File: src/rtl/fifo_umbral.sv
`default_nettype none
// fifo_umbral: circular FIFO with programmable almost-full/almost-empty thresholds,
// registered one-cycle read path and a sticky overflow/underflow error flag.
module fifo_umbral #(
  parameter int DATA_WIDTH = 10,
  parameter int ADDR_WIDTH = 3
) (
  input  logic                  clk,
  input  logic                  reset_L,
  input  logic                  push,
  input  logic                  pop,
  input  logic [DATA_WIDTH-1:0] data_in,
  input  logic [ADDR_WIDTH:0]   umbral_alto,
  input  logic [ADDR_WIDTH:0]   umbral_bajo,
  output logic [DATA_WIDTH-1:0] data_out,
  output logic                  valid_out,
  output logic                  fifo_empty,
  output logic                  fifo_full,
  output logic                  almost_full,
  output logic                  almost_empty,
  output logic                  error
);

  localparam int                  DEPTH     = 1 << ADDR_WIDTH;
  localparam logic [ADDR_WIDTH:0] DEPTH_CNT = (ADDR_WIDTH+1)'(DEPTH);
  localparam logic [ADDR_WIDTH:0] CNT_ONE   = (ADDR_WIDTH+1)'(1);
  localparam logic [ADDR_WIDTH-1:0] PTR_ONE = ADDR_WIDTH'(1);

  logic [DATA_WIDTH-1:0] mem [DEPTH];
  logic [ADDR_WIDTH-1:0] wr_ptr;
  logic [ADDR_WIDTH-1:0] rd_ptr;
  logic [ADDR_WIDTH:0]   count;

  logic push_ok;
  logic pop_ok;
  logic overflow;
  logic underflow;

  assign fifo_empty   = (count == '0);
  assign fifo_full    = (count == DEPTH_CNT);
  // count never exceeds DEPTH, so a threshold above DEPTH can never be reached
  assign almost_full  = (count >= umbral_alto);
  assign almost_empty = (count <= umbral_bajo);

  // A pop frees a slot in the same cycle, so a full FIFO still takes a push alongside it
  assign pop_ok    = pop && !fifo_empty;
  assign push_ok   = push && (!fifo_full || pop_ok);
  assign overflow  = push && fifo_full && !pop_ok;
  assign underflow = pop && fifo_empty && !push;

  always_ff @(posedge clk) begin
    if (reset_L && push_ok) begin
      mem[wr_ptr] <= data_in;
    end
  end

  always_ff @(posedge clk or negedge reset_L) begin
    if (!reset_L) begin
      wr_ptr    <= '0;
      rd_ptr    <= '0;
      count     <= '0;
      data_out  <= '0;
      valid_out <= 1'b0;
      error     <= 1'b0;
    end else begin
      valid_out <= pop_ok;
      if (push_ok) begin
        wr_ptr <= wr_ptr + PTR_ONE;
      end
      if (pop_ok) begin
        data_out <= mem[rd_ptr];
        rd_ptr   <= rd_ptr + PTR_ONE;
      end
      case ({push_ok, pop_ok})
        2'b10:   count <= count + CNT_ONE;
        2'b01:   count <= count - CNT_ONE;
        default: count <= count;
      endcase
      if (overflow || underflow) begin
        error <= 1'b1;
      end
    end
  end

endmodule
`default_nettype wire

File: config.mk
export PLATFORM = sky130hd
export DESIGN_NAME = fifo_umbral
export DESIGN_NICKNAME = d
export VERILOG_FILES = /design/src/rtl/fifo_umbral.sv
export SDC_FILE = /design/constraint.sdc
export NUM_CORES = 1
export LEC_CHECK = 0
export BUFFER_PORTS_ARGS = -buffer_cell sky130_fd_sc_hd__buf_2
export CORE_ASPECT_RATIO = 1.5
export CORE_MARGIN = 5
export CORE_UTILIZATION = 59
export DETAILED_ROUTE_END_ITERATION = 16
export MAX_ROUTING_LAYER = met4
export PLACE_DENSITY_LB_ADDON = 0.15
export SLEW_MARGIN = 20
export SYNTH_ARGS = -nofsm -noshare
export SYNTH_HDL_FRONTEND = slang
export SYNTH_SLANG_ARGS = --single-unit
File: constraint.sdc
create_clock -name clk -period 3.1 [get_ports clk]
set_clock_uncertainty 0.2 [all_clocks]
set_input_delay 0.31 -clock clk [delete_from_list [all_inputs] [get_ports clk]]
set_output_delay 0.31 -clock clk [all_outputs]
set_load 0.01 [all_outputs]
# Yosys cells after proc, flatten, opt, wreduce, memory -nomap -nowiden
# Memories as Yosys holds them, arrays and structs flattened. A register that Yosys moved wholly into a read port is not among the register bits.
# Index checks and enable logic that the tools add are counted.
op_classes:
  n_lt_le_gt_ge: 2
  reduce_logical: 16
  div_mod_pow: 0
  mul: 0
  n_shift: 0
  muxes: 3
  n_bitwise: 0
  n_addsub: 4
  eq_ne: 3
ops:
  columns: ["cell", "count"]
  rows:
  - ["$pmux 4 s2", 1]
  - ["$logic_and 1x1->1", 7]
  - ["$add 3x1->3 const B", 2]
  - ["$logic_not 1->1", 5]
  - ["$add 4x1->4 const B", 1]
  - ["$eq 4x4->1 const B", 1]
  - ["$ge 4x4->1", 1]
  - ["$le 4x4->1", 1]
  - ["$logic_not 4->1", 1]
  - ["$sub 4x1->4 const B", 1]
  - ["$eq 2x1->1 const B", 1]
  - ["$eq 2x2->1 const B", 1]
  - ["$logic_or 1x1->1", 2]
  - ["$mux 1", 2]
  - ["$reduce_bool 2->1", 1]
totals:
  romBits: 0
  ff_bits: 12
  ramBits: 80
  memories: 1
  latchBits: 0
memory_table:
  columns: ["memory", "words", "width", "read_ports", "rd_ports_with_merged_regs", "wr", "line_no", "rtl"]
  rows:
  - ["mem", 8, 10, 1, 1, 1, "29", "logic [DATA_WIDTH-1:0] mem [DEPTH];"]

# Longest topological paths before layout
# Gate-level depths: netlist (run 1).
logic_depth:
  word_depth: 8
  ltp_mapped: 8
  depth_no_buf: 7

# Worst setup path after synthesis (run 1)
# Ideal clock, no wire load.
synth_timing:
  path_type: "reg-to-reg"
  start: "reg count[1]"
  end: "mem mem[5][0], enable pin"
  arrival_time_ps: 1761
  stages_incl_launch_ff: 7
  required_time_ps: 2510
  setup_slack_ps: 749
  path_cell_list: "dfrtp_1 > buf_6 > or3_1 > buf_2 > o31a_4 > nand2_1 > nor3_1"
synth_between:
  elab_chain_cells: 8
  elab_cells_between_ends: 10
  classes_between: "eq/ne: 1; mux: 2; reduce/logical: 7"
synth_lines:
  columns: ["element", "line_no", "rtl"]
  rows:
  - ["from (decl)", "32", "logic [ADDR_WIDTH:0] count;"]
  - ["from (signal assigned)", "75", "2'b10: count <= count + CNT_ONE;"]
  - ["from (signal assigned)", "76", "2'b01: count <= count - CNT_ONE;"]
  - ["from (signal assigned)", "77", "default: count <= count;"]
  - ["$logic_not 4->1", "39", "assign fifo_empty = (count == '0);"]
  - ["$logic_not 1->1", "46", "assign pop_ok = pop && !fifo_empty;"]
  - ["$logic_and 1x1->1", "46", null]
  - ["$logic_or 1x1->1 *", "47", "assign push_ok = push && (!fifo_full || pop_ok);"]
  - ["$logic_and 1x1->1 *", "47", null]
  - ["$logic_and 1x1->1 *", "52", "if (reset_L && push_ok) begin"]
  - ["$mux 1 *", "52", null]
  - ["$mux 1 (not written as such) *", "53", "mem[wr_ptr] <= data_in;"]
  - ["to (decl)", "29", null]
# Mark *: on every way between the ends. The rest lies on a longest branch, timed or not.

# Final worst setup path (run 1)
layout_timing:
  start: "reg count[0]"
  end: "out almost_full"
layout_between:
  elab_chain_cells: 1
layout_lines:
  columns: ["element", "line_no", "rtl"]
  rows:
  - ["$ge 4x4->1", "42", "assign almost_full = (count >= umbral_alto);"]
  - ["to (decl)", "19", "output logic almost_full,"]
# No other way between the ends.

==> impl_results.html, run 1 <==
<table>
<tr><th>Metric</th><th>Value</th></tr>
<tr><th colspan="2">Timing</th></tr>
<tr><td>Final total negative setup slack</td><td>0 ns</td></tr>
<tr><td>Finish-stage setup viols</td><td>0</td></tr>
<tr><td>Max_slew headroom</td><td>a little under two fifths</td></tr>
<tr><td>Final Hold Vio Count</td><td>0</td></tr>
<tr><td>Crit share post-route</td><td>between 80% and 90%</td></tr>
<tr><td>Slew at the pin closest to its max-slew limit</td><td>0.925 ns</td></tr>
<tr><td>Achievable clock frequency</td><td>between 0.3 and 0.4 GHz</td></tr>
<tr><td>Setup repair after global routing missed its margin</td><td>false</td></tr>
<tr><td>Number of pins exceeding their max-slew limit in the final report</td><td>0</td></tr>
<tr><td>Shortest clock period the worst path allows after layout</td><td>2.57 ns</td></tr>
<tr><th colspan="2">GRT</th></tr>
<tr><td>Wire length of the first global-routing pass</td><td>between 10 and 15 mm</td></tr>
<tr><td>Via count of the first global-routing pass</td><td>between 2000 and 2500</td></tr>
<tr><td>Total congestion overflow after global routing</td><td>0</td></tr>
<tr><td>Overall global routing resource usage</td><td>approximately a fifth</td></tr>
<tr><td>Number of antenna violations at the first check in global routing</td><td>0</td></tr>
<tr><td>Pin count of the biggest net entering global routing</td><td>27</td></tr>
<tr><th colspan="2">Power</th></tr>
<tr><td>Power Total</td><td>roughly 0.0039 W</td></tr>
<tr><td>Combinational cell fraction of total power</td><td>roughly 33%</td></tr>
<tr><td>Peak ir drop on the vdd network</td><td>0.447 mV</td></tr>
<tr><td>Static leakage</td><td>between 1.5 and 2 nW</td></tr>
<tr><td>Switching power as a share of total power</td><td>between 30% and 40%</td></tr>
<tr><td>Internal Pwr Total</td><td>0.00261 W</td></tr>
<tr><td>Relative contribution of the clock network to total power</td><td>between 15 and 20%</td></tr>
<tr><td>Net switching power</td><td>0.00129 W</td></tr>
<tr><td>Register share of total power</td><td>approximately half</td></tr>
<tr><td>PD cells</td><td>slightly above 800 nW/µm²</td></tr>
<tr><th colspan="2">Worst setup path</th></tr>
<tr><td>Required time reported for the critical path endpoint</td><td>2.59 ns</td></tr>
<tr><td>Crit Path Max Fanout</td><td>8</td></tr>
<tr><td>Setup slack of the worst register-to-register path</td><td>between 0.6 and 0.7 ns</td></tr>
<tr><td>Startpoint-to-endpoint class of the critical path</td><td>reg2out</td></tr>
<tr><td>Capturing element type of the critical path</td><td>primary output</td></tr>
<tr><td>Worst Path Arrival</td><td>about 2.1 ns</td></tr>
<tr><td>Crit start category</td><td>flip-flop</td></tr>
<tr><th colspan="2">Placed design</th></tr>
<tr><td>Detailed Place HPWL</td><td>between 5 and 6 mm</td></tr>
<tr><td>Final weighted congestion in routability-driven placement</td><td>roughly 0.76</td></tr>
<tr><td>Number of buffers added on ports</td><td>37</td></tr>
<tr><th colspan="2">Floorplan</th></tr>
<tr><td>Area of the die</td><td>between 9000 and 10000 µm²</td></tr>
<tr><td>Width of the die</td><td>about 80 µm</td></tr>
<tr><td>IO Count</td><td>38</td></tr>
<tr><td>Vertical extent of the die</td><td>about 110 µm</td></tr>
<tr><td>Starting density of the core</td><td>between 60% and 70%</td></tr>
<tr><td>Core Box Area</td><td>between 7000 and 8000 µm²</td></tr>
<tr><td>Rows</td><td>38</td></tr>
<tr><th colspan="2">Logic synthesis</th></tr>
<tr><td>Async S/R FF share, synth</td><td>a little over a fifth</td></tr>
<tr><td>Number of synthesized register bits</td><td>between 100 and 150</td></tr>
<tr><td>Post-synthesis average cell area</td><td>roughly 15 µm²</td></tr>
<tr><td>Post-synthesis sequential area ratio</td><td>68.4%</td></tr>
<tr><td>Cell count after synthesis</td><td>between 200 and 300</td></tr>
<tr><td>Post-Synthesis Net Count</td><td>approximately 320</td></tr>
<tr><td>Count of flip-flops with a built-in enable after synthesis</td><td>80</td></tr>
<tr><td>Syn Std Cell Area</td><td>~4300 µm²</td></tr>
<tr><td>Flip-flop cell with the highest count after synthesis</td><td>sky130_fd_sc_hd__edfxtp_1</td></tr>
<tr><td>Ys Warns</td><td>0</td></tr>
<tr><td>Number of unique standard cell types used by synthesis</td><td>35</td></tr>
<tr><th colspan="2">Clocking</th></tr>
<tr><td>Clock tree sinks</td><td>102</td></tr>
<tr><td>Num CTS Buffers</td><td>9</td></tr>
<tr><td>CTS tree</td><td>built</td></tr>
<tr><td>Post-cts hold buffer count</td><td>1</td></tr>
<tr><td>Post-cts sizing count</td><td>0</td></tr>
<tr><td>Clock Pin Slew Worst Setup and Hold Paths</td><td>roughly 0.090 ns</td></tr>
<tr><td>Clock tree root driver cell</td><td>sky130_fd_sc_hd__clkbuf_8</td></tr>
<tr><td>Buffer count from post-CTS setup fixing</td><td>0</td></tr>
<tr><td>Number of H-tree levels</td><td>3</td></tr>
<tr><td>Clock buffer depth</td><td>2</td></tr>
<tr><td>Skew-Pair Late Insertion Delay</td><td>0.36 ns</td></tr>
<tr><th colspan="2">Routing</th></tr>
<tr><td>Residual antenna-violating net count after detailed routing</td><td>0</td></tr>
<tr><td>Routed length on met2</td><td>a little over 4 mm</td></tr>
<tr><td>DRC violations left</td><td>0</td></tr>
<tr><td>Highest metal used</td><td>met4</td></tr>
<tr><td>Iteration count of the initial detailed-routing pass</td><td>4</td></tr>
<tr><td>DRT iter0 DRCs</td><td>141</td></tr>
<tr><td>Aggregate routed wire length</td><td>between 7 and 8 mm</td></tr>
<tr><td>Vias per cell</td><td>approximately 5.6</td></tr>
<tr><td>Total number of vias</td><td>roughly 2400</td></tr>
<tr><td>Wire length on met1</td><td>between 3 and 4 mm</td></tr>
<tr><td>Routed met3 length</td><td>259 µm</td></tr>
<tr><td>Routed wire length per instance</td><td>around 18 µm</td></tr>
<tr><th colspan="2">Run status</th></tr>
<tr><td>Run status</td><td>complete, no violations</td></tr>
<tr><th colspan="2">Cells and area</th></tr>
<tr><td>Core Util, Final</td><td>roughly two thirds</td></tr>
<tr><td>Share of cells above drive strength 1</td><td>24.7%</td></tr>
<tr><td>Number of antenna repair diodes</td><td>0</td></tr>
<tr><td>Area added between synthesis and finish</td><td>11.0%</td></tr>
<tr><td>Net total in the final layout</td><td>364</td></tr>
<tr><th colspan="2">Worst hold path</th></tr>
<tr><td>Worst hold-check path type</td><td>in2reg</td></tr>
<tr><th colspan="2">Run</th></tr>
<tr><td>Reported max-cap violation count</td><td>0</td></tr>
</table>
sequential cells by signal, summed over array words and instances, names as in the netlist:
register,cells
data_out,10
rd_ptr,3
error,1
valid_out,1
wr_ptr,3
mem,80
count,4
stage by stage:
| step | setup slack [ns] | area, µm² | std cells | hold WS, ns |
|---|---|---|---|---|
| after detailed placement | 0.626 | 4630 | 419 | 0.174 |
| after global routing | 0.412 | 4790 | 436 | 0.0312 |
| after floorplan | 0.749 | 4320 | 288 | -0.186 |
| after global placement | 0.697 | 4630 | 419 | 0.166 |
| after CTS | 0.485 | 4790 | 436 | 0.0104 |
| final | 0.534 | 4790 | 436 | 0.0343 |
worst paths after layout:
path / start / endpoint / cells after the start
worst min-delay path: data_in[4] / mem[0][4] / 1
worst min register to register: error / error / 1
worst max register to register: count[1] / mem[1][2] / 5
min in group asynchronous: reset_L / data_out[0] / 3
worst max-delay path: count[0] / almost_full / 7
max in group asynchronous: reset_L / rd_ptr[0] / 3
logic make-up after synthesis:
kind of cell | Yosys count | synth area share, %
mux | 42 | 10.5
buf+inv | 24 | 2.67
simple gates | 54 | 5.82
fa+ha+maj | 11 | 3.19
xor+xnor | 7 | 1.42
compound gates | 48 | 8.08
flops | 102 | 68.4
area by class of cell:
type / count / area (µm²)
Timing Repair Buffer: 46 / 268
Clock buffer: 10 / 128
Multi-Input combinational cell: 162 / 1250
Fill cell: 518 / 2390
Sequential cell: 102 / 2950
Clock inverter: 6 / 28.8
Tap cell: 100 / 125
Inverter: 10 / 37.5
routing by layer:
layer	up-vias	GRT usage, %
li1	1184	-
met1	1202	24.0
met2	53	31.6
met3	9	3.45
met4	0	6.43
met5	-	-
synthesized netlist by cell type (2+ instances only):
cell type / n / area [µm²]
sky130_fd_sc_hd__or3_1: 2 / 12.5
sky130_fd_sc_hd__xor2_1: 2 / 17.5
sky130_fd_sc_hd__edfxtp_1: 80 / 2400
sky130_fd_sc_hd__nand3_1: 3 / 15.0
sky130_fd_sc_hd__a31oi_1: 3 / 18.8
sky130_fd_sc_hd__dfrtp_1: 22 / 551
sky130_fd_sc_hd__mux2_2: 21 / 236
sky130_fd_sc_hd__nor2b_1: 4 / 25.0
sky130_fd_sc_hd__mux2i_1: 20 / 200
sky130_fd_sc_hd__nor2_1: 7 / 26.3
sky130_fd_sc_hd__o22ai_1: 11 / 68.8
sky130_fd_sc_hd__buf_2: 5 / 25.0
sky130_fd_sc_hd__nand2b_1: 4 / 25.0
sky130_fd_sc_hd__o21a_1: 2 / 15.0
sky130_fd_sc_hd__buf_4: 3 / 22.5
sky130_fd_sc_hd__buf_1: 2 / 7.51
sky130_fd_sc_hd__xnor2_1: 5 / 43.8
sky130_fd_sc_hd__clkbuf_1: 3 / 11.3
sky130_fd_sc_hd__a21o_1: 5 / 37.5
sky130_fd_sc_hd__o21ai_0: 12 / 60.1
sky130_fd_sc_hd__inv_1: 10 / 37.5
sky130_fd_sc_hd__ha_1: 11 / 138
sky130_fd_sc_hd__a221o_1: 10 / 100
sky130_fd_sc_hd__nand2_1: 23 / 86.3
sky130_fd_sc_hd__nor3_1: 8 / 40.0
power by group through the flow:
stage | sequential [W] | clock (W) | combinational [W]
4_1_cts | 0.00193 | 0.000712 | 0.00130
3_3_place_gp | 0.00195 | 0 | 0.00127
5_1_grt | 0.00197 | 0.000784 | 0.00141
6_report | 0.00193 | 0.000691 | 0.00128
3_5_place_dp | 0.00196 | 0 | 0.00130
2_1_floorplan | 0.00188 | 0 | 0.000986
placed cells by master, fill, tap and decap left out, types with 2 or more instances in the layout:
| cell | netlist | routed |
|---|---|---|
| sky130_fd_sc_hd__a21o_1 | 5 | 5 |
| sky130_fd_sc_hd__a221o_1 | 10 | 10 |
| sky130_fd_sc_hd__a31oi_1 | 3 | 3 |
| sky130_fd_sc_hd__buf_2 | 5 | 37 |
| sky130_fd_sc_hd__buf_4 | 3 | 7 |
| sky130_fd_sc_hd__clkbuf_8 | 0 | 9 |
| sky130_fd_sc_hd__clkinv_1 | 0 | 3 |
| sky130_fd_sc_hd__clkinv_2 | 0 | 2 |
| sky130_fd_sc_hd__dfrtp_1 | 22 | 21 |
| sky130_fd_sc_hd__edfxtp_1 | 80 | 80 |
| sky130_fd_sc_hd__ha_1 | 11 | 11 |
| sky130_fd_sc_hd__inv_1 | 10 | 10 |
| sky130_fd_sc_hd__mux2_2 | 21 | 21 |
| sky130_fd_sc_hd__mux2i_1 | 20 | 20 |
| sky130_fd_sc_hd__nand2_1 | 23 | 23 |
| sky130_fd_sc_hd__nand2b_1 | 4 | 4 |
| sky130_fd_sc_hd__nand3_1 | 3 | 3 |
| sky130_fd_sc_hd__nor2_1 | 7 | 7 |
| sky130_fd_sc_hd__nor2b_1 | 4 | 4 |
| sky130_fd_sc_hd__nor3_1 | 8 | 8 |
| sky130_fd_sc_hd__o21a_1 | 2 | 2 |
| sky130_fd_sc_hd__o21ai_0 | 12 | 12 |
| sky130_fd_sc_hd__o22ai_1 | 11 | 11 |
| sky130_fd_sc_hd__or3_1 | 2 | 2 |
| sky130_fd_sc_hd__xnor2_1 | 5 | 5 |
| sky130_fd_sc_hd__xor2_1 | 2 | 2 |
worst max-delay path, cell delays in order, from the launching register on:
cell and delay (ns):
sky130_fd_sc_hd__dfrtp_1 0.46, sky130_fd_sc_hd__inv_1 0.15, sky130_fd_sc_hd__ha_1 0.29, sky130_fd_sc_hd__nand2b_1 0.14, sky130_fd_sc_hd__a21o_1 0.18, sky130_fd_sc_hd__a21o_1 0.18
sky130_fd_sc_hd__a21o_1 0.17, sky130_fd_sc_hd__buf_2 0.13
No activity file was read; power rests on OpenSTA's default activity.
==> run 2, diff against run 1 <==
--- a/config.mk
+++ b/config.mk
@@ -8,7 +8,7 @@
 export BUFFER_PORTS_ARGS = -buffer_cell sky130_fd_sc_hd__buf_2
 export CORE_ASPECT_RATIO = 1.5
 export CORE_MARGIN = 5
-export CORE_UTILIZATION = 59
+export CORE_UTILIZATION = 53
 export DETAILED_ROUTE_END_ITERATION = 16
 export MAX_ROUTING_LAYER = met4
 export PLACE_DENSITY_LB_ADDON = 0.15
==> constraint.sdc (replaced) <==
create_clock -name clk -period 2.25 [get_ports clk]
set_clock_uncertainty 0.2 [all_clocks]
set_input_delay 0.225 -clock clk [delete_from_list [all_inputs] [get_ports clk]]
set_output_delay 0.225 -clock clk [all_outputs]
set_load 0.01 [all_outputs]
==> impl_results.html, run 2 (synthesis gave the netlist of run 1 again) <==
<table>
<tr><th>Metric</th><th>Value</th></tr>
<tr><th colspan="2">Routing</th></tr>
<tr><td>Iteration count of the initial detailed-routing pass</td><td>4</td></tr>
<tr><td>DRT iter0 DRCs</td><td>between 100 and 150</td></tr>
<tr><td>Routed wire length per instance</td><td>approximately 19 µm</td></tr>
<tr><td>DRC violations left</td><td>0</td></tr>
<tr><td>Vias per cell</td><td>around 5.5</td></tr>
<tr><td>Total number of vias</td><td>2587</td></tr>
<tr><td>Aggregate routed wire length</td><td>8.81 mm</td></tr>
<tr><td>Residual antenna-violating net count after detailed routing</td><td>0</td></tr>
<tr><th colspan="2">Clocking</th></tr>
<tr><td>Clock tree root driver cell</td><td>sky130_fd_sc_hd__clkbuf_16</td></tr>
<tr><td>CTS tree</td><td>built</td></tr>
<tr><td>Clock buffer depth</td><td>2</td></tr>
<tr><td>Skew-Pair Late Insertion Delay</td><td>about 0.33 ns</td></tr>
<tr><td>Clock Pin Slew Worst Setup and Hold Paths</td><td>~0.060 ns</td></tr>
<tr><td>Clock tree sinks</td><td>102</td></tr>
<tr><td>Num CTS Buffers</td><td>9</td></tr>
<tr><td>Number of H-tree levels</td><td>3</td></tr>
<tr><th colspan="2">Floorplan</th></tr>
<tr><td>Rows</td><td>40</td></tr>
<tr><td>Vertical extent of the die</td><td>121 µm</td></tr>
<tr><td>IO Count</td><td>38</td></tr>
<tr><td>Area of the die</td><td>10100 µm²</td></tr>
<tr><td>Core Box Area</td><td>8010 µm²</td></tr>
<tr><td>Width of the die</td><td>approximately 84 µm</td></tr>
<tr><td>Starting density of the core</td><td>a little over half</td></tr>
<tr><th colspan="2">Timing</th></tr>
<tr><td>Setup repair after global routing missed its margin</td><td>true</td></tr>
<tr><td>Number of pins exceeding their max-slew limit in the final report</td><td>0</td></tr>
<tr><td>Finish-stage setup viols</td><td>0</td></tr>
<tr><td>Crit share post-route</td><td>about 99%</td></tr>
<tr><td>Shortest clock period the worst path allows after layout</td><td>2.23 ns</td></tr>
<tr><td>Slew at the pin closest to its max-slew limit</td><td>around 1.0 ns</td></tr>
<tr><td>Final total negative setup slack</td><td>0 ns</td></tr>
<tr><td>Final setup margin</td><td>between 0.015 and 0.02 ns</td></tr>
<tr><td>Max_slew headroom</td><td>a little under a third</td></tr>
<tr><td>Achievable clock frequency</td><td>approximately 0.45 GHz</td></tr>
<tr><td>Final Hold Vio Count</td><td>0</td></tr>
<tr><th colspan="2">Worst setup path</th></tr>
<tr><td>Reg2Reg Launch Point</td><td>count[0]</td></tr>
<tr><td>Launching instance or port of the critical path</td><td>count[0]</td></tr>
<tr><td>Crit start category</td><td>flip-flop</td></tr>
<tr><td>Top cell by count, worst path</td><td>sky130_fd_sc_hd__a21o_1</td></tr>
<tr><td>Worst stage delay on the critical path</td><td>about 0.38 ns</td></tr>
<tr><td>Worst Path Arrival</td><td>between 1.5 and 2 ns</td></tr>
<tr><td>Crit Path Max Fanout</td><td>3</td></tr>
<tr><td>Capturing element type of the critical path</td><td>primary output</td></tr>
<tr><td>Max stage delay cell, worst path</td><td>sky130_fd_sc_hd__dfrtp_1</td></tr>
<tr><td>Required time reported for the critical path endpoint</td><td>between 1.5 and 2 ns</td></tr>
<tr><td>Cells on worst reg2reg path</td><td>9</td></tr>
<tr><td>Reg2reg end</td><td>count[1]</td></tr>
<tr><td>Startpoint-to-endpoint class of the critical path</td><td>reg2out</td></tr>
<tr><td>Crit path max-delay family</td><td>compound AO/OA/AOI/OAI gates</td></tr>
<tr><td>Setup slack of the worst register-to-register path</td><td>between 0.1 and 0.15 ns</td></tr>
<tr><td>Buffers plus inverters on the worst setup path</td><td>3</td></tr>
<tr><td>Critical path cell sequence</td><td>buf_6 -&gt; inv_6 -&gt; ha_4 -&gt; nand2b_4 -&gt; a21o_1 -&gt; a21o_1 -&gt; a21o_1 -&gt; buf_2</td></tr>
<tr><th colspan="2">Cells and area</th></tr>
<tr><td>Most common library cell in the layout ignoring fill and taps</td><td>sky130_fd_sc_hd__edfxtp_1</td></tr>
<tr><td>Most frequent cells in the layout</td><td>sky130_fd_sc_hd__edfxtp_1 (80), sky130_fd_sc_hd__buf_2 (37), sky130_fd_sc_hd__nand2_1 (23)</td></tr>
<tr><td>Number of flip-flops in the largest register</td><td>80</td></tr>
<tr><td>Share of cells above drive strength 1</td><td>around a third</td></tr>
<tr><td>Core Util, Final</td><td>between 60% and 70%</td></tr>
<tr><td>Number of antenna repair diodes</td><td>0</td></tr>
<tr><td>Largest registers</td><td>mem x80, data_out x10, count x4</td></tr>
<tr><td>Net total in the final layout</td><td>390</td></tr>
<tr><td>Biggest register</td><td>mem</td></tr>
<tr><td>Area added between synthesis and finish</td><td>21.8%</td></tr>
<tr><th colspan="2">Placed design</th></tr>
<tr><td>Number of buffers added on ports</td><td>37</td></tr>
<tr><td>Final weighted congestion in routability-driven placement</td><td>0.914</td></tr>
<tr><td>Detailed Place HPWL</td><td>roughly 6 mm</td></tr>
<tr><td>Dpl ws</td><td>-0.0894 ns</td></tr>
<tr><th colspan="2">Power</th></tr>
<tr><td>Static leakage</td><td>between 2 and 2.5 nW</td></tr>
<tr><td>PD cells</td><td>roughly 1200 nW/µm²</td></tr>
<tr><td>Peak ir drop on the vdd network</td><td>~0.7 mV</td></tr>
<tr><td>Power Total</td><td>0.00632 W</td></tr>
<tr><th colspan="2">GRT</th></tr>
<tr><td>Overall global routing resource usage</td><td>between 15 and 20%</td></tr>
<tr><td>Via count of the first global-routing pass</td><td>2698</td></tr>
<tr><td>Pin count of the biggest net entering global routing</td><td>19</td></tr>
<tr><td>Wire length of the first global-routing pass</td><td>~14 mm</td></tr>
<tr><td>Number of antenna violations at the first check in global routing</td><td>0</td></tr>
<tr><td>Total congestion overflow after global routing</td><td>0</td></tr>
<tr><th colspan="2">Run</th></tr>
<tr><td>Reported max-cap violation count</td><td>0</td></tr>
<tr><th colspan="2">Run status</th></tr>
<tr><td>Run status</td><td>complete, no violations</td></tr>
<tr><th colspan="2">Worst hold path</th></tr>
<tr><td>Worst hold endpoint</td><td>wr_ptr[0]</td></tr>
<tr><td>Hold path startpoint</td><td>pop</td></tr>
<tr><td>Worst hold-check path type</td><td>in2reg</td></tr>
<tr><td>Worst hold path stage count</td><td>3</td></tr>
</table>
[run 2: repair_timing]
action | in CTS | in global routing
buffers inserted | 1 | 2
resized for setup | 11 | 10
pin swaps | 3 | 3
hold buffers | 11 | 0
endpoints found under the hold margin | 102 | 0
setup endpoints to repair | 12 | 28
[run 2: area by class of cell]
| class | count | area (µm²) |
|---|---|---|
| clock buffer | 11 | 233 |
| timing repair buffer | 72 | 495 |
| multi-input combinational | 162 | 1350 |
| sequential | 102 | 2950 |
| inverter | 10 | 42.5 |
| clock inverter | 5 | 51.3 |
| tap | 105 | 131 |
| fill | 610 | 2750 |
[run 2: layer usage]
layer	up-vias	global-route usage, %	share of wire, %
met5	-	-	0
met4	0	7.34	1.4
met3	12	3.20	5.0
met1	1272	21.7	40
met2	70	31.9	54
li1	1233	-	-
[run 2: worst max-delay path by stage]
stage                        endpoint  depth (start not counted)
after floorplan             mem[5][0]                          6
after global placement      mem[0][5]                          3
after detailed placement    mem[0][3]                          3
after CTS                 almost_full                          8
after global routing      almost_full                          8
final                     almost_full                          8
[run 2: tightest hold or removal path, cell delays in order]
cell                     delay, ns
sky130_fd_sc_hd__buf_2        0.10
sky130_fd_sc_hd__o31a_4       0.17
sky130_fd_sc_hd__xor2_1       0.06
[run 2: through the flow]
| step | hold WS (ns) | instances | area [µm²] |
|---|---|---|---|
| after global placement | -0.0332 | 437 | 4740 |
| after floorplan | -0.271 | 288 | 4330 |
| after global routing | 0.0662 | 467 | 5260 |
| after detailed placement | -0.0310 | 437 | 4740 |
| final | 0.0635 | 467 | 5260 |
| after CTS | 0.0526 | 465 | 5190 |
[run 2: power breakdown]
| part | internal, W | switching, W |
|---|---|---|
| Combinational | 0.00110 | 0.00122 |
| Clock | 0.000855 | 0.000622 |
| Sequential | 0.00235 | 0.000174 |
==> run 3, diff against run 2 <==
--- a/config.mk
+++ b/config.mk
@@ -10,8 +10,10 @@
 export CORE_MARGIN = 5
 export CORE_UTILIZATION = 53
 export DETAILED_ROUTE_END_ITERATION = 16
+export GPL_TIMING_DRIVEN = 0
 export MAX_ROUTING_LAYER = met4
 export PLACE_DENSITY_LB_ADDON = 0.15
+export SETUP_SLACK_MARGIN = 0.2
 export SLEW_MARGIN = 20
 export SYNTH_ARGS = -nofsm -noshare
 export SYNTH_HDL_FRONTEND = slang
==> impl_results.html, run 3 (synthesis gave the netlist of run 1 again) <==
<table>
<tr><th>Metric</th><th>Value</th></tr>
<tr><th colspan="2">Routing</th></tr>
<tr><td>Residual antenna-violating net count after detailed routing</td><td>0</td></tr>
<tr><td>Iteration count of the initial detailed-routing pass</td><td>4</td></tr>
<tr><td>Routed wire length per instance</td><td>approximately 21 µm</td></tr>
<tr><td>DRT iter0 DRCs</td><td>between 150 and 200</td></tr>
<tr><td>Vias per cell</td><td>roughly 5.6</td></tr>
<tr><td>Total number of vias</td><td>roughly 2700</td></tr>
<tr><td>Aggregate routed wire length</td><td>around 10 mm</td></tr>
<tr><td>DRC violations left</td><td>0</td></tr>
<tr><th colspan="2">Cells and area</th></tr>
<tr><td>Total area of multi-input combinational cells</td><td>between 1500 and 2000 µm²</td></tr>
<tr><td>Number of standard cells in the final layout excluding fillers</td><td>between 400 and 500</td></tr>
<tr><td>Number of fill cells in the layout</td><td>524</td></tr>
<tr><td>Most common library cell in the layout ignoring fill and taps</td><td>sky130_fd_sc_hd__edfxtp_1</td></tr>
<tr><td>Most frequent cells in the layout</td><td>sky130_fd_sc_hd__edfxtp_1 (80), sky130_fd_sc_hd__buf_2 (39)</td></tr>
<tr><td>Number of flip-flops in the largest register</td><td>80</td></tr>
<tr><td>Largest registers</td><td>mem x80, data_out x10, count x4</td></tr>
<tr><td>Net total in the final layout</td><td>409</td></tr>
<tr><td>Area used by sequential logic in the layout</td><td>2960 µm²</td></tr>
<tr><td>Number of antenna repair diodes</td><td>0</td></tr>
<tr><td>Area added between synthesis and finish</td><td>32.4%</td></tr>
<tr><td>Biggest register</td><td>mem</td></tr>
<tr><td>Share of cells above drive strength 1</td><td>39.1%</td></tr>
<tr><th colspan="2">Floorplan</th></tr>
<tr><td>IO Count</td><td>38</td></tr>
<tr><td>Vertical extent of the die</td><td>121 µm</td></tr>
<tr><td>Rows</td><td>40</td></tr>
<tr><td>Starting density of the core</td><td>53.9%</td></tr>
<tr><td>Core Box Area</td><td>8010 µm²</td></tr>
<tr><td>Width of the die</td><td>approximately 84 µm</td></tr>
<tr><td>Area of the die</td><td>approximately 10000 µm²</td></tr>
<tr><th colspan="2">Worst setup path</th></tr>
<tr><td>Startpoint-to-endpoint class of the critical path</td><td>reg2reg</td></tr>
<tr><td>Worst stage delay on the critical path</td><td>0.44 ns</td></tr>
<tr><td>Crit Path Max Fanout</td><td>5</td></tr>
<tr><td>Buffers plus inverters on the worst setup path</td><td>3</td></tr>
<tr><td>Worst Path Arrival</td><td>roughly 2.1 ns</td></tr>
<tr><td>Critical path cell sequence</td><td>buf_6 -&gt; or3_4 -&gt; buf_6 -&gt; o31a_4 -&gt; nand2b_4 -&gt; buf_6 -&gt; nor2_4</td></tr>
<tr><td>Required time reported for the critical path endpoint</td><td>between 2 and 2.5 ns</td></tr>
<tr><td>Top cell by count, worst path</td><td>sky130_fd_sc_hd__buf_6</td></tr>
<tr><td>Capturing element type of the critical path</td><td>flip-flop</td></tr>
<tr><td>Max stage delay cell, worst path</td><td>sky130_fd_sc_hd__dfrtp_1</td></tr>
<tr><td>Crit path max-delay family</td><td>simple AND/OR/NAND/NOR gates</td></tr>
<tr><td>Crit start category</td><td>flip-flop</td></tr>
<tr><th colspan="2">Clocking</th></tr>
<tr><td>Number of H-tree levels</td><td>3</td></tr>
<tr><td>Clock buffer depth</td><td>2</td></tr>
<tr><td>Clock tree root driver cell</td><td>sky130_fd_sc_hd__clkbuf_16</td></tr>
<tr><td>Clock tree sinks</td><td>102</td></tr>
<tr><td>CTS tree</td><td>built</td></tr>
<tr><td>Clock Pin Slew Worst Setup and Hold Paths</td><td>~0.07 ns</td></tr>
<tr><td>Skew-Pair Late Insertion Delay</td><td>0.35 ns</td></tr>
<tr><td>Num CTS Buffers</td><td>9</td></tr>
<tr><th colspan="2">Timing</th></tr>
<tr><td>Max_slew headroom</td><td>a little over a third</td></tr>
<tr><td>Number of pins exceeding their max-slew limit in the final report</td><td>0</td></tr>
<tr><td>Final Hold Vio Count</td><td>0</td></tr>
<tr><td>Slew at the pin closest to its max-slew limit</td><td>about 0.96 ns</td></tr>
<tr><td>Shortest clock period the worst path allows after layout</td><td>2.21 ns</td></tr>
<tr><td>Final setup margin</td><td>just over 0.04 ns</td></tr>
<tr><td>Achievable clock frequency</td><td>roughly 0.45 GHz</td></tr>
<tr><td>Crit share post-route</td><td>between 90% and 100%</td></tr>
<tr><td>Finish-stage setup viols</td><td>0</td></tr>
<tr><td>Final total negative setup slack</td><td>0 ns</td></tr>
<tr><td>Setup repair after global routing missed its margin</td><td>true</td></tr>
<tr><th colspan="2">Placed design</th></tr>
<tr><td>Detailed Place HPWL</td><td>about 5.7 mm</td></tr>
<tr><td>Final weighted congestion in routability-driven placement</td><td>0.816</td></tr>
<tr><td>Number of buffers added on ports</td><td>36</td></tr>
<tr><td>Cell count after placement</td><td>431</td></tr>
<tr><td>Dpl ws</td><td>-0.510 ns</td></tr>
<tr><th colspan="2">Power</th></tr>
<tr><td>PD cells</td><td>~1200 nW/µm²</td></tr>
<tr><td>Switching power as a share of total power</td><td>around a third</td></tr>
<tr><td>Static leakage</td><td>between 2 and 2.5 nW</td></tr>
<tr><td>Net switching power</td><td>0.00230 W</td></tr>
<tr><td>Internal Pwr Total</td><td>approximately 0.0047 W</td></tr>
<tr><td>Peak ir drop on the vdd network</td><td>around 0.84 mV</td></tr>
<tr><td>Combinational cell fraction of total power</td><td>38.8%</td></tr>
<tr><td>Relative contribution of the clock network to total power</td><td>23.9%</td></tr>
<tr><td>Power Total</td><td>approximately 0.0070 W</td></tr>
<tr><td>Register share of total power</td><td>a little under two fifths</td></tr>
<tr><th colspan="2">Run status</th></tr>
<tr><td>Run status</td><td>complete, no violations</td></tr>
<tr><th colspan="2">GRT</th></tr>
<tr><td>Number of antenna violations at the first check in global routing</td><td>0</td></tr>
<tr><td>Total congestion overflow after global routing</td><td>0</td></tr>
<tr><td>Via count of the first global-routing pass</td><td>between 2000 and 3000</td></tr>
<tr><td>Pin count of the biggest net entering global routing</td><td>23</td></tr>
<tr><td>Overall global routing resource usage</td><td>between 20% and 30%</td></tr>
<tr><td>Wire length of the first global-routing pass</td><td>around 15 mm</td></tr>
<tr><th colspan="2">Run</th></tr>
<tr><td>Reported max-cap violation count</td><td>0</td></tr>
<tr><th colspan="2">Worst hold path</th></tr>
<tr><td>Worst hold-check path type</td><td>in2reg</td></tr>
</table>
-- run 3: tightest hold or removal path, stage by stage --
cell,delay [ns]
sky130_fd_sc_hd__clkbuf_1,0.23
sky130_fd_sc_hd__nand2_2,0.13
sky130_fd_sc_hd__o221ai_2,0.08
-- run 3: final cells by class --
class / instances / share of cell area, %
Timing Repair Buffer: 74 / 10.8
Multi-Input combinational cell: 165 / 26.7
Tap cell: 105 / 2.30
Clock inverter: 5 / 1.03
Sequential cell: 102 / 51.7
Clock buffer: 11 / 4.81
Inverter: 10 / 0.656
Buffer: 14 / 2.01
-- run 3: per-stage QoR --
step | util, % | hold WS, ns | area (µm²)
2_1_floorplan | - | -0.271 | 4330
3_3_place_gp | 58.0 | 0.0475 | 4650
3_5_place_dp | 58.4 | 0.0671 | 4680
4_1_cts | 68.9 | 0.178 | 5520
5_1_grt | 71.4 | 0.201 | 5720
6_report | 71.4 | 0.176 | 5720
-- run 3: worst paths after layout --
kind,from,to,slack [ns],cells after the start
max reg2reg,count[1],mem[3][5],0.04,7
min in group asynchronous,reset_L,error,0.28,3
min reg2reg,error,error,0.27,1
min,pop,count[1],0.18,3
max,count[1],mem[3][5],0.04,7
max in group asynchronous,reset_L,count[0],1.42,3
-- run 3: layer usage --
layer	up-vias	GRT usage, %	part of all wire [%]
met5	-	-	0
met4	0	8.55	3.1
met3	22	3.75	4.4
met2	85	36.0	53
met1	1318	24.0	39
li1	1283	-	-
-- run 3: timing repair --
action	CTS	global route
pin swaps	16	17
hold buffers	12	0
hold endpoints to repair	102	0
setup buffers	16	5
cloned	2	4
setup endpoints to repair	88	99
gates resized for setup	49	29
-- run 3: power groups by stage --
stage                     Sequential, W  Combinational [W]  Clock (W)
after floorplan                 0.00259            0.00137          0
after global placement          0.00259            0.00195          0
after detailed placement        0.00260            0.00201          0
after CTS                       0.00258            0.00243    0.00169
after global routing            0.00264            0.00290    0.00178
final                           0.00260            0.00270    0.00167
